[config.mk]
export PLATFORM = sky130hd
export DESIGN_NAME = enemy_bomb_mover
export DESIGN_NICKNAME = d
export VERILOG_FILES = /design/src/rtl/game_pkg.sv /design/src/rtl/bomb_slot.sv /design/src/rtl/enemy_bomb_mover.sv
export SDC_FILE = /design/constraint.sdc
export NUM_CORES = 1
export LEC_CHECK = 0
export BUFFER_PORTS_ARGS = -buffer_cell sky130_fd_sc_hd__buf_2
export CAP_MARGIN = 20
export CORE_AREA = 5 5 117 119
export DETAILED_ROUTE_END_ITERATION = 7
export DIE_AREA = 0 0 122 124
export HOLD_SLACK_MARGIN = 0.05
export SLEW_MARGIN = 20
export SYNTH_ARGS = -nofsm -noshare
export SYNTH_HDL_FRONTEND = slang
export SYNTH_SLANG_ARGS = --single-unit
[constraint.sdc]
create_clock -name clk -period 2.15 [get_ports clk]
set_input_delay 0.215 -clock clk [delete_from_list [all_inputs] [get_ports clk]]
set_output_delay 0.215 -clock clk [all_outputs]
set_load 0.005 [all_outputs]
[src/rtl/game_pkg.sv]
// Shared game constants and slot encoding.
// Used by the bomb mover and lazer logic.
package game_pkg;

  localparam int COORD_W = 11;

  localparam logic [COORD_W-1:0] PARK_X_DEF   = 11'd1050;
  localparam logic [COORD_W-1:0] PARK_Y_DEF   = 11'd128;
  localparam logic [COORD_W-1:0] STEP_DEF     = 11'd6;
  localparam logic [COORD_W-1:0] Y_BOTTOM_DEF = 11'd1000;

  localparam logic [COORD_W-1:0] SCREEN_W = 11'd1024;
  localparam logic [COORD_W-1:0] SCREEN_H = 11'd1024;

  typedef enum logic {
    SLOT_IDLE = 1'b0,
    SLOT_FALL = 1'b1
  } slot_state_t;

endpackage

[src/rtl/bomb_slot.sv]
// One bomb slot: idle/fall FSM plus x/y registers.
// Idle slots sit at the park position off screen.
module bomb_slot
  import game_pkg::*;
#(
  parameter logic [COORD_W-1:0] STEP     = STEP_DEF,
  parameter logic [COORD_W-1:0] Y_BOTTOM = Y_BOTTOM_DEF,
  parameter logic [COORD_W-1:0] PARK_X   = PARK_X_DEF,
  parameter logic [COORD_W-1:0] PARK_Y   = PARK_Y_DEF
) (
  input  logic               clk,
  input  logic               rst,
  input  logic               load,
  input  logic [COORD_W-1:0] lx,
  input  logic [COORD_W-1:0] ly,
  input  logic               move,
  input  logic               hit,
  output logic [COORD_W-1:0] x,
  output logic [COORD_W-1:0] y,
  output logic               active
);

  slot_state_t        st_q, st_d;
  logic [COORD_W-1:0] x_q, x_d;
  logic [COORD_W-1:0] y_q, y_d;

  // state and position registers, synchronous active-low reset
  always_ff @(posedge clk) begin
    if (!rst) begin
      st_q <= SLOT_IDLE;
      x_q  <= PARK_X;
      y_q  <= PARK_Y;
    end else begin
      st_q <= st_d;
      x_q  <= x_d;
      y_q  <= y_d;
    end
  end

  // next state: load from idle, fall on move, retire on hit or bottom
  always_comb begin
    st_d = st_q;
    x_d  = x_q;
    y_d  = y_q;
    case (st_q)
      SLOT_IDLE: begin
        x_d = PARK_X;
        y_d = PARK_Y;
        if (load) begin
          st_d = SLOT_FALL;
          x_d  = lx;
          y_d  = ly;
        end
      end
      SLOT_FALL: begin
        if (hit) begin
          st_d = SLOT_IDLE;
          x_d  = PARK_X;
          y_d  = PARK_Y;
        end else if (move) begin
          if (y_q >= Y_BOTTOM) begin
            st_d = SLOT_IDLE;
            x_d  = PARK_X;
            y_d  = PARK_Y;
          end else begin
            y_d = y_q + STEP;
          end
        end
      end
      default: begin
        st_d = SLOT_IDLE;
        x_d  = PARK_X;
        y_d  = PARK_Y;
      end
    endcase
  end

  assign x      = x_q;
  assign y      = y_q;
  assign active = (st_q == SLOT_FALL);

endmodule

[src/rtl/enemy_bomb_mover.sv]
// Enemy bomb engine: slot allocator plus NSLOTS falling bombs.
// Optional fire cooldown enabled by BOMB_COOLDOWN_EN.
module enemy_bomb_mover
  import game_pkg::*;
#(
  parameter int                 NSLOTS   = 4,
  parameter logic [COORD_W-1:0] STEP     = STEP_DEF,
  parameter logic [COORD_W-1:0] Y_BOTTOM = Y_BOTTOM_DEF,
  parameter logic [COORD_W-1:0] PARK_X   = PARK_X_DEF,
  parameter logic [COORD_W-1:0] PARK_Y   = PARK_Y_DEF
`ifdef BOMB_COOLDOWN_EN
  ,
  parameter logic [3:0]         COOLDOWN = 4'd8
`endif
) (
  input  logic                      clk,
  input  logic                      rst,
  input  logic                      move,
  input  logic                      fire,
  input  logic [COORD_W-1:0]        inx,
  input  logic [COORD_W-1:0]        iny,
  input  logic [NSLOTS-1:0]         hit,
  output logic [NSLOTS*COORD_W-1:0] ox,
  output logic [NSLOTS*COORD_W-1:0] oy,
  output logic [NSLOTS-1:0]         active,
  output logic                      full,
  output logic                      fire_ack
);

  logic [NSLOTS-1:0] load_pri;
  logic [NSLOTS-1:0] load;
  logic              found;
  logic              cd_ok;
  logic              accept;

  // lowest-index idle slot, from registered slot state
  always_comb begin
    load_pri = '0;
    found    = 1'b0;
    for (int i = 0; i < NSLOTS; i++) begin
      if (!active[i] && !found) begin
        load_pri[i] = 1'b1;
        found       = 1'b1;
      end
    end
  end

  assign full   = &active;
  assign accept = fire & found & cd_ok;
  assign load   = accept ? load_pri : '0;

`ifdef BOMB_COOLDOWN_EN
  logic [3:0] cd_q;

  // cooldown: reload on accepted fire, count down on frame ticks
  always_ff @(posedge clk) begin
    if (!rst) begin
      cd_q <= 4'd0;
    end else if (accept) begin
      cd_q <= COOLDOWN;
    end else if (move && cd_q != 4'd0) begin
      cd_q <= cd_q - 4'd1;
    end
  end

  assign cd_ok = (cd_q == 4'd0);
`else
  assign cd_ok = 1'b1;
`endif

  // acknowledge lines up with the new slot going active
  always_ff @(posedge clk) begin
    if (!rst) begin
      fire_ack <= 1'b0;
    end else begin
      fire_ack <= accept;
    end
  end

  for (genvar i = 0; i < NSLOTS; i++) begin : g_slot
    bomb_slot #(
      .STEP     (STEP),
      .Y_BOTTOM (Y_BOTTOM),
      .PARK_X   (PARK_X),
      .PARK_Y   (PARK_Y)
    ) u_slot (
      .clk    (clk),
      .rst    (rst),
      .load   (load[i]),
      .lx     (inx),
      .ly     (iny),
      .move   (move),
      .hit    (hit[i]),
      .x      (ox[COORD_W*i +: COORD_W]),
      .y      (oy[COORD_W*i +: COORD_W]),
      .active (active[i])
    );
  end

endmodule

==> impl_results.md <==
- Share of cells above drive strength 1: 29.0%
- R2r worst-path depth: 6
- Post-synth cell types: 67
- Setup Buffers After CTS: 0
- Maximum clock frequency: 0.553 GHz
- Simple-Gate Fraction of Synth Area: 17.1%
- CP arrival: 2.02 ns
- R2R Path Start: g_slot[0].u_slot.y[1]$_SDFFE_PN0P_
- Mapped Avg Cell Area: 8.95 µm²
- Die area: 15100 µm²
- Critical Path Start Type: flop
- Final Util: 43.1%
- Fin area: 5380 µm²
- Count of hold buffers inserted by post-cts repair: 0
- Cts bufs inserted: 9
- Clk_lat worst skew: 0.34 ns
- Post-Synthesis Cell Area: 4270 µm²
- Dpl hpwl: 10400 µm
- Largest family of logic cells by synthesized area: compound AO/OA/AOI/OAI gates
- Count leader, synth: dfxtp_1
- Final setup viols: 0
- Max Used Layer: met4
- CTS tree: yes
- Aggregate global-route resource usage: 18.5%
- Slew Limit Fails: 0
- Core ar.: 12500 µm²
- Placed Instances: 757
- Relative slew margins: 55.2%
- CP Capture Point: g_slot[0].u_slot.y[7]$_SDFFE_PN1P_
- Setup TNS: 0 ns
- Ports: 124
- Final hold vios: 0
- Syn Nets: 511
- GR Overflow Total: 0
- Clk pin slew, worst setup/hold paths: 0.07 ns
- Starting Density: 34.2%
- XOR/XNOR Fraction of Synth Area: 0%
- Root buf cell: clkbuf_16
- Final Hold Slack: 0.138 ns
- Buf/Inv on CP: 1
- Post-CTS sizing: 0
- Crit path from: g_slot[0].u_slot.y[1]$_SDFFE_PN0P_
- Final cell count without fillers: 772
- Yosys warns: 0
- Max VDD drop: 0.000300 V
- Leading area contributor after synthesis: dfxtp_1
- Vias in the first global route: 4140
- Sequential-to-total area share from yosys stat: 43.6%
- RSZ-0062 raised after global routing: no
- Dpl cell area: 5060 µm²
- Largest net degree at the start of global routing: 41
- Initial antenna violation count: 0
- Final GP Congestion: 0.857
- Stages on the worst setup path: 6
- Layout Skew: 0.00991 ns
- First-pass GRT wire length: 21900 µm
- Leak Pwr: 2.19 nW
- DRT Wirelength: 14200 µm
- Mapped Cells: 477
- FF-to-FF End: g_slot[0].u_slot.y[7]$_SDFFE_PN1P_
- Synth Area in Compound Gates: 33.0%
- Least-Margin Pin Slew: 0.671 ns
- Fin crit share: 84.1%
- Critical Path End Type: flop
- Fill count: 1238
- Die H: 124 µm
- Async S/R FF share, synth: 0%
- Post-synthesis register bit count: 93
- Share of Yosys cell area claimed by the top area cell type: 43.6%
- Status: complete, no violations
- Ranking of synthesized cells by area: dfxtp_1 (44%), a22o_1 (5.5%), a21oi_1 (5.2%)
- Synth Flop Type: dfxtp_1
- DR WL/cell: 18.3 µm
- Crit path largest cell delay: 0.49 ns
- P per Cell Area: 711 nW/µm²
- DRC: 0
- Slowest CP cell: or4b_1
- Clk sinks: 93
- Crit path max-delay family: simple AND/OR/NAND/NOR gates
- Data required time of the worst path: 2.36 ns
- DRT Pass-1 Iters: 5
- Post-layout nets: 630
- Synth top cells by count: dfxtp_1 (93), a21oi_1 (44), nand2_1 (44), o21ai_0 (30), a22o_1 (27)
- Post-Synth Adder-Cell Area: 1.17%
- Max Cap Viol: 0
- Via count: 4285
- Crit path kind: reg -> reg
- Port Buffers: 123
- Initial DRC count: 315
- CP cell instances: inv_1 -> ha_1 -> nand3b_1 -> or4b_1 -> a21boi_0 -> o21ai_1
- Hold Crit Class: in -> reg
- Maximum fanout along the worst path: 5
- Routed vias/inst: 5.55
- Synth-to-layout area growth: 25.9%
- Met3 WL post-DR: 896 µm
- Routed Antenna Nets: 0
- Worst R2R Setup Slack: 0.34 ns
- Antenna fix cells: 0
- Chip width: 122 µm
- Wl on met1: 5820 µm
- Htree depth: 3
- Max clock buf depth: 2
- Row cnt: 41
- Number of synthesized flops with an enable pin: 0
- Min cycle time layout: 1.81 ns
- Mux cell area share after synthesis: 0%
- Met2 wire len: 7010 µm
## cell type report
type | instances | area, µm² | share of cell area (%)
timing repair buffer | 137 | 721 | 13.4
clock buffer | 9 | 225 | 4.19
multi-input combinational | 337 | 2190 | 40.8
inverter | 18 | 67.6 | 1.26
tap | 172 | 215 | 4.00
clock inverter | 6 | 93.8 | 1.75
sequential | 93 | 1860 | 34.6
## worst min path at each step
stage                                         from                                  end  slack, ns  cells past startpoint
3_5_place_dp   g_slot[2].u_slot.x[10]$_SDFFE_PN1P_  g_slot[2].u_slot.x[10]$_SDFFE_PN1P_       0.44                      2
2_1_floorplan                                 fire                  fire_ack$_SDFF_PN0_       0.33                      2
6_report                                      fire                  fire_ack$_SDFF_PN0_       0.14                      3
5_1_grt                                     inx[1]   g_slot[3].u_slot.x[1]$_SDFFE_PN1P_       0.14                      2
3_3_place_gp    g_slot[2].u_slot.x[1]$_SDFFE_PN1P_   g_slot[2].u_slot.x[1]$_SDFFE_PN1P_       0.43                      2
4_1_cts                                       fire                  fire_ack$_SDFF_PN0_       0.13                      3
## layout by cell type (no fill, tap or decap), types with 5 or more instances in the layout
cell	count
buf_2	123
dfxtp_1	93
nand2_1	44
a21oi_1	44
o21ai_0	30
a22o_1	27
nor2_1	23
inv_1	18
a22oi_1	14
buf_4	14
nor3_1	9
clkbuf_16	9
o22a_1	8
a31oi_1	8
o21a_1	7
o22ai_1	7
nand3_1	6
a211oi_1	6
o21ai_1	5
and3_1	5
o211ai_1	5
a221oi_1	5
## flip-flops by register name (all words and copies together), names as in the netlist
name,count
g_slot.u_slot.active,4
g_slot.u_slot.x,44
fire_ack,1
g_slot.u_slot.y,44
## report_power, final
group / total [mW] / switching (mW) / internal [mW]
Combinational: 0.299 / 0.182 / 0.117
Clock: 1.73 / 0.707 / 1.03
Sequential: 1.79 / 0.0339 / 1.76
Total: 3.82 / 0.923 / 2.90
## per-layer routing
layer | vias up | GRT usage, %
met4 | 0 | 8.75
met5 | - | 0
met2 | 164 | 31.7
met1 | 2036 | 22.4
met3 | 35 | 3.81
li1 | 2050 | -
## worst reg2reg max path, cell delays in order (launching register included)
cell,delay (ns)
dfxtp_1,0.36
inv_1,0.09
ha_1,0.22
nand3b_1,0.23
or4b_1,0.49
a21boi_0,0.19
o21ai_1,0.09
## cells by family after synthesis
kind of cell / after synthesis
buffers and inverters: 47
adder cells (fa/ha/maj): 4
AO/OA/AOI/OAI: 201
flip-flops: 93
AND/OR/NAND/NOR: 132
## metrics by stage
| stage | setup WS [ns] | power [mW] |
|---|---|---|
| 6_report | 0.341 | 3.82 |
| 5_1_grt | 0.161 | 3.97 |
| 4_1_cts | 0.341 | 3.86 |
| 3_5_place_dp | 0.343 | 2.13 |
| 3_3_place_gp | 0.424 | 2.13 |
| 2_1_floorplan | 0.473 | 1.98 |
(Power assumes the default switching activity.)
